File: src/rtl/secuenciador_melodia_if.sv
// Control and key-output bundle between the melody sequencer and its user.
// The master side drives start/stop/loop; the slave side (sequencer) drives the rest.
interface secuenciador_melodia_if;
   logic       start;
   logic       stop;
   logic       loop;
   logic [6:0] teclas;
   logic       busy;
   logic [3:0] note_idx;
   logic       done;

   modport master (
      output start, stop, loop,
      input  teclas, busy, note_idx, done
   );

   modport slave (
      input  start, stop, loop,
      output teclas, busy, note_idx, done
   );
endinterface

File: src/rtl/secuenciador_melodia.sv
// Melody source for the music-box tone generator: walks a constant note table,
// holding each key mask for dur ms followed by an optional silent gap.
module secuenciador_melodia #(
   parameter int TICK_DIV = 50000,
   parameter int GAP_MS   = 10
) (
   input logic                    clk,
   input logic                    reset,
   secuenciador_melodia_if.slave  bus
);

   localparam int             PW         = (TICK_DIV > 1) ? $clog2(TICK_DIV) : 1;
   localparam logic [PW-1:0]  PRESC_LAST = PW'(TICK_DIV - 1);
   localparam logic [9:0]     GAP_LAST   = 10'(GAP_MS - 1);

   typedef enum logic [1:0] {IDLE, PLAY, GAP, DONE} state_t;

   function automatic logic [6:0] entry_keys(input logic [3:0] i);
      case (i)
         4'd0:    entry_keys = 7'b0000001;
         4'd1:    entry_keys = 7'b0000010;
         4'd3:    entry_keys = 7'b0000100;
         4'd4:    entry_keys = 7'b0001000;
         4'd5:    entry_keys = 7'b0010000;
         4'd6:    entry_keys = 7'b0100000;
         4'd7:    entry_keys = 7'b1000000;
         default: entry_keys = 7'b0000000;
      endcase
   endfunction

   // A zero duration marks the end of the melody.
   function automatic logic [9:0] entry_dur(input logic [3:0] i);
      case (i)
         4'd0, 4'd1, 4'd4, 4'd5, 4'd6: entry_dur = 10'd200;
         4'd2:                         entry_dur = 10'd100;
         4'd3, 4'd7:                   entry_dur = 10'd400;
         default:                      entry_dur = 10'd0;
      endcase
   endfunction

   state_t        state;
   logic          start_q;
   logic [PW-1:0] presc;
   logic [9:0]    ms_cnt;
   logic [6:0]    teclas_r;
   logic          busy_r;
   logic [3:0]    note_idx_r;
   logic          done_r;

   logic [3:0]    next_idx;
   logic [9:0]    next_dur;
   logic [9:0]    first_dur;
   logic [9:0]    ms_last;
   logic          start_edge;
   logic          tick;

   assign next_idx   = note_idx_r + 4'd1;
   assign next_dur   = entry_dur(next_idx);
   assign first_dur  = entry_dur(4'd0);
   assign ms_last    = (state == GAP) ? GAP_LAST : entry_dur(note_idx_r) - 10'd1;
   assign start_edge = bus.start & ~start_q;
   assign tick       = (presc == PRESC_LAST);

   assign bus.teclas   = teclas_r;
   assign bus.busy     = busy_r;
   assign bus.note_idx = note_idx_r;
   assign bus.done     = done_r;

   always_ff @(posedge clk) begin
      if (reset) begin
         state      <= IDLE;
         start_q    <= 1'b0;
         presc      <= '0;
         ms_cnt     <= '0;
         teclas_r   <= '0;
         busy_r     <= 1'b0;
         note_idx_r <= '0;
         done_r     <= 1'b0;
      end else begin
         start_q <= bus.start;
         done_r  <= 1'b0;
         if (bus.stop) begin
            state      <= IDLE;
            presc      <= '0;
            ms_cnt     <= '0;
            teclas_r   <= '0;
            busy_r     <= 1'b0;
            note_idx_r <= '0;
         end else begin
            case (state)
               IDLE: begin
                  if (start_edge) begin
                     presc      <= '0;
                     ms_cnt     <= '0;
                     note_idx_r <= '0;
                     if (first_dur != 10'd0) begin
                        state    <= PLAY;
                        teclas_r <= entry_keys(4'd0);
                        busy_r   <= 1'b1;
                     end else begin
                        state    <= DONE;
                        teclas_r <= '0;
                        done_r   <= 1'b1;
                     end
                  end
               end
               PLAY, GAP: begin
                  if (!tick) begin
                     presc <= presc + 1'b1;
                  end else begin
                     presc <= '0;
                     if (ms_cnt != ms_last) begin
                        ms_cnt <= ms_cnt + 10'd1;
                     end else begin
                        ms_cnt <= '0;
                        // End of a note or gap: either insert the gap or fetch the next entry.
                        if (state == PLAY && GAP_MS != 0) begin
                           state    <= GAP;
                           teclas_r <= '0;
                        end else if (next_dur != 10'd0) begin
                           state      <= PLAY;
                           teclas_r   <= entry_keys(next_idx);
                           note_idx_r <= next_idx;
                        end else if (bus.loop && first_dur != 10'd0) begin
                           state      <= PLAY;
                           teclas_r   <= entry_keys(4'd0);
                           note_idx_r <= '0;
                        end else begin
                           state      <= DONE;
                           teclas_r   <= '0;
                           busy_r     <= 1'b0;
                           done_r     <= 1'b1;
                           note_idx_r <= next_idx;
                        end
                     end
                  end
               end
               DONE: begin
                  state      <= IDLE;
                  note_idx_r <= '0;
               end
            endcase
         end
      end
   end

endmodule

File: src/flat_wrapper.sv
// flat-port wrapper written by rule: the top's interface ports become plain ports
module secuenciador_melodia_flat 
#(
   parameter int TICK_DIV = 50000,
   parameter int GAP_MS   = 10
)
  (clk, reset, bus_start, bus_stop, bus_loop, bus_teclas, bus_busy, bus_note_idx, bus_done);
  secuenciador_melodia_if bus_i ();
  input logic clk;
  input logic reset;
  input wire logic [$bits(bus_i.start)-1:0] bus_start;
  input wire logic [$bits(bus_i.stop)-1:0] bus_stop;
  input wire logic [$bits(bus_i.loop)-1:0] bus_loop;
  output wire logic [$bits(bus_i.teclas)-1:0] bus_teclas;
  output wire logic [$bits(bus_i.busy)-1:0] bus_busy;
  output wire logic [$bits(bus_i.note_idx)-1:0] bus_note_idx;
  output wire logic [$bits(bus_i.done)-1:0] bus_done;
  assign bus_i.start = bus_start;
  assign bus_i.stop = bus_stop;
  assign bus_i.loop = bus_loop;
  assign bus_teclas = bus_i.teclas;
  assign bus_busy = bus_i.busy;
  assign bus_note_idx = bus_i.note_idx;
  assign bus_done = bus_i.done;
  secuenciador_melodia #(.TICK_DIV(TICK_DIV), .GAP_MS(GAP_MS)) u_core (.clk(clk), .reset(reset), .bus(bus_i));
endmodule
File: config.mk
export PLATFORM = sky130hd
export DESIGN_NAME = secuenciador_melodia_flat
export DESIGN_NICKNAME = d
export VERILOG_FILES = /design/src/rtl/secuenciador_melodia_if.sv /design/src/rtl/secuenciador_melodia.sv /design/src/flat_wrapper.sv
export SDC_FILE = /design/constraint.sdc
export NUM_CORES = 1
export LEC_CHECK = 0
export BUFFER_PORTS_ARGS = -buffer_cell sky130_fd_sc_hd__buf_2
export CAP_MARGIN = 20
export CORE_ASPECT_RATIO = 1.4
export CORE_MARGIN = 2
export CORE_UTILIZATION = 60
export DETAILED_ROUTE_END_ITERATION = 10
export PLACE_DENSITY = 0.79
export SLEW_MARGIN = 20
export SYNTH_ARGS = -nofsm -noshare
export SYNTH_HDL_FRONTEND = slang
export SYNTH_SLANG_ARGS = --single-unit
File: constraint.sdc
create_clock -name clk -period 4.45 [get_ports clk]
set_input_delay 0.89 -clock clk [delete_from_list [all_inputs] [get_ports clk]]
set_output_delay 0.89 -clock clk [all_outputs]
set_load 0.02 [all_outputs]
==> impl_metrics.json <==
{
  "core_um2": 4500,
  "powerDensity_nw_per_um2": 248,
  "ant_nets": 0,
  "viasPerCell": 5.83,
  "hpwl_mm": 4.40,
  "drive_gt1_frac": 0.124,
  "root_buffer": "clkbuf_8",
  "io_buffers": 17,
  "status": "finished clean",
  "hold_viol": 0,
  "worst_pin_slew_ps": 632,
  "synth_edf_count": 0,
  "grt_pass1_wl_mm": 9.40,
  "ys_seq_area_frac": 0.340,
  "start_util": 0.615,
  "hp-class": "reg -> reg",
  "antenna_found_initial": 0,
  "setup_slack_ps": 967,
  "synth_xor_area_frac": 0.0855,
  "final_area_um2": 2950,
  "synth_compound_area_frac": 0.140,
  "netlist_area_um2": 2770,
  "place_ws_ps": 1000,
  "pwr-share-seq": 0.580,
  "dpl.cell_count": 393,
  "period_needed_ps": 3480,
  "wirelength_mm": 5.81,
  "slowest_delay_ps": 530,
  "dieHeight_um": 84.3,
  "nets": 358,
  "skew_ps": 10.7,
  "rsz0062_at_grt": "no",
  "postPlaceCellArea_um2": 2870,
  "ctsHtreeMaxLevel": 2,
  "sw_frac_of_total": 0.250,
  "fill_cells": 421,
  "synth_async_sr_flop_share": 0,
  "leakagePower_nw": 1.08,
  "fin_cells": 401,
  "multi_input_area_um2": 1720,
  "max-slew-margin-rel": 0.574,
  "cts_tree": "built",
  "cts_setup_buffers": 0,
  "cap_violations": 0,
  "synth.distinct_cells": 64,
  "synth.area.mux_share": 0.0226,
  "first_iter_violations": 112,
  "seqCellArea_um2": 941,
  "overflow": 0,
  "timing.fmax_ghz": 0.287,
  "first_pass_iters": 4,
  "clk_latency_ps": 300,
  "ios": 18,
  "rrSetupSlack_ps": 970,
  "power.internal_mw": 0.550,
  "grt_pass1_vias": 2117,
  "synth-simple-area-share": 0.306,
  "crit_chain": "nand2b_1 > ha_1 > or4b_1 > o311a_1 > o32ai_2 > a31oi_2 > o41ai_4 > a21oi_1 > a21bo_1 > or3_1",
  "cp_max_fo": 16,
  "diodes": 0,
  "gp_congestion": 0.904,
  "clockBufferDepth": 2,
  "crit_type": "reg -> reg",
  "synth_adder_area_share": 0.0678,
  "critical_path.startpoint_type": "flop",
  "hold_slack_ps": 480,
  "synth_ff_type": "dfxtp_1",
  "yosys_warnings": 0,
  "syn_avg_cell_area_um2": 8.51,
  "setup_viol": 0,
  "cp.arrival_ps": 3680,
  "drc": 0,
  "wl_per_cell_um": 14.5,
  "cts_sinks": 47,
  "netlist_instances": 325,
  "p_sw_mw": 0.184,
  "num_rows": 29,
  "startpoint": "u_core.bus.note_idx[3]",
  "synth_top_family_by_area": "simple AND/OR/NAND/NOR gates",
  "track_usage": 0.237,
  "cp-end-kind": "flop",
  "areaGrowthSynthToFinish_pct": 6.78,
  "slowest_stage": "or4b_1",
  "slew_violations": 0,
  "tns_ps": 0,
  "worstPathRequired_ps": 4640,
  "path_clk_slew_ps": 90,
  "synth_nets": 345,
  "fin_crit_sh": 0.783,
  "grt_start_max_net_pins": 17,
  "r2r_start": "u_core.bus.note_idx[3]",
  "synth-seq-cells": 47,
  "die_width_um": 61.4,
  "ctsHoldBuffers": 0,
  "hold_depth": 2,
  "peakVddDrop_mv": 0.203,
  "vias": 2339,
  "reg2reg_depth": 10,
  "ctsResizeCount": 0,
  "combinationalPowerShare": 0.071,
  "cts_buffers": 5,
  "clockPowerShare": 0.349,
  "die_area_um2": 5180
}
critical path, delay by kind of cell, from the launching register on:
kind,cells,cell delay [ps]
adder cells (fa/ha/maj),1,320
AND/OR/NAND/NOR,3,1130
AO/OA/AOI/OAI,6,1460
flip-flops,1,450
stage by stage:
step,total power [mW],utilization
5_1_grt,0.764,0.657
3_5_place_dp,0.487,0.637
2_1_floorplan,0.474,-
3_3_place_gp,0.487,0.637
6_report,0.734,0.657
4_1_cts,0.740,0.657
power by group through the flow:
stage               sequential, mW  clock, mW  combinational (mW)
global route                 0.426      0.279              0.0585
detailed placement           0.435          0              0.0518
finish                       0.425      0.256              0.0523
global placement             0.435          0              0.0517
floorplan                    0.436          0              0.0377
CTS                          0.425      0.262              0.0524
worst min-delay path by stage:
stage / start / endpoint
floorplan: u_core.presc[15] / u_core.presc[15]
global placement: u_core.bus.teclas[2] / u_core.bus.teclas[2]
detailed placement: u_core.bus.teclas[2] / u_core.bus.teclas[2]
CTS: u_core.bus.teclas[3] / u_core.bus.teclas[3]
global route: u_core.bus.teclas[6] / u_core.bus.teclas[6]
finish: u_core.bus.teclas[5] / u_core.bus.teclas[5]
placed cells by master, fill, tap and decap left out, types with 2 or more instances in the layout:
cell type   netlist  layout
clkbuf_8          0       5
nor2b_1           2       2
and4_1            4       4
clkinvlp_4        0       2
and3_1            4       4
a21oi_1          13      13
nand3b_1          3       3
mux2_2            2       2
nor3_1            4       4
or4b_1            2       2
buf_4             1       2
buf_2             0      17
a31oi_1           2       2
dfxtp_1          47      47
xnor2_1           8       8
nor3b_1           2       2
o21ai_0          16      16
inv_1             7       7
and2_1            2       2
or4_1             3       3
nand2b_1          6       6
ha_1             15      15
or3_1             6       6
nand3_1          15      15
nor4_1            4       4
xor2_1           19      19
nor4bb_1          3       3
nand4_1          12      12
nor2_1           42      42
a32o_1            2       2
mux2i_1           4       4
nand2_1          34      34
layer usage:
layer,GRT usage,share of wire
met5,0,0
met2,0.421,0.53
met4,0.103,0.029
met3,0.0401,0.029
met1,0.266,0.42
cell usage after synthesis, drive strengths merged (5+ instances only):
cell    count  area share
a21oi      13       0.024
and3        5       0.012
clkbuf      8       0.013
dfxtp      47        0.34
ha         15       0.068
inv         7      0.0095
nand2      34       0.046
nand2b      6       0.014
nand3      15       0.027
nand4      13       0.035
nor2       42       0.057
o21ai      16       0.029
or3         6       0.014
xnor2       8       0.025
xor2       19       0.060
kinds of logic after synthesis:
family	Yosys count
muxes	6
buffers and inverters	20
xor gates and xnor gates	27
adders and majority gates	15
DFF	47
AOI/OAI and AO/OA	53
and+or+nand+nor	157
area by class of cell:
type | count | area share
clock buffer | 5 | 0.0233
clock inverter | 3 | 0.00678
inverter | 7 | 0.00889
multi-input combinational | 258 | 0.582
sequential | 47 | 0.319
tap | 62 | 0.0263
timing repair buffer | 19 | 0.0339
(Power assumes the default switching activity.)
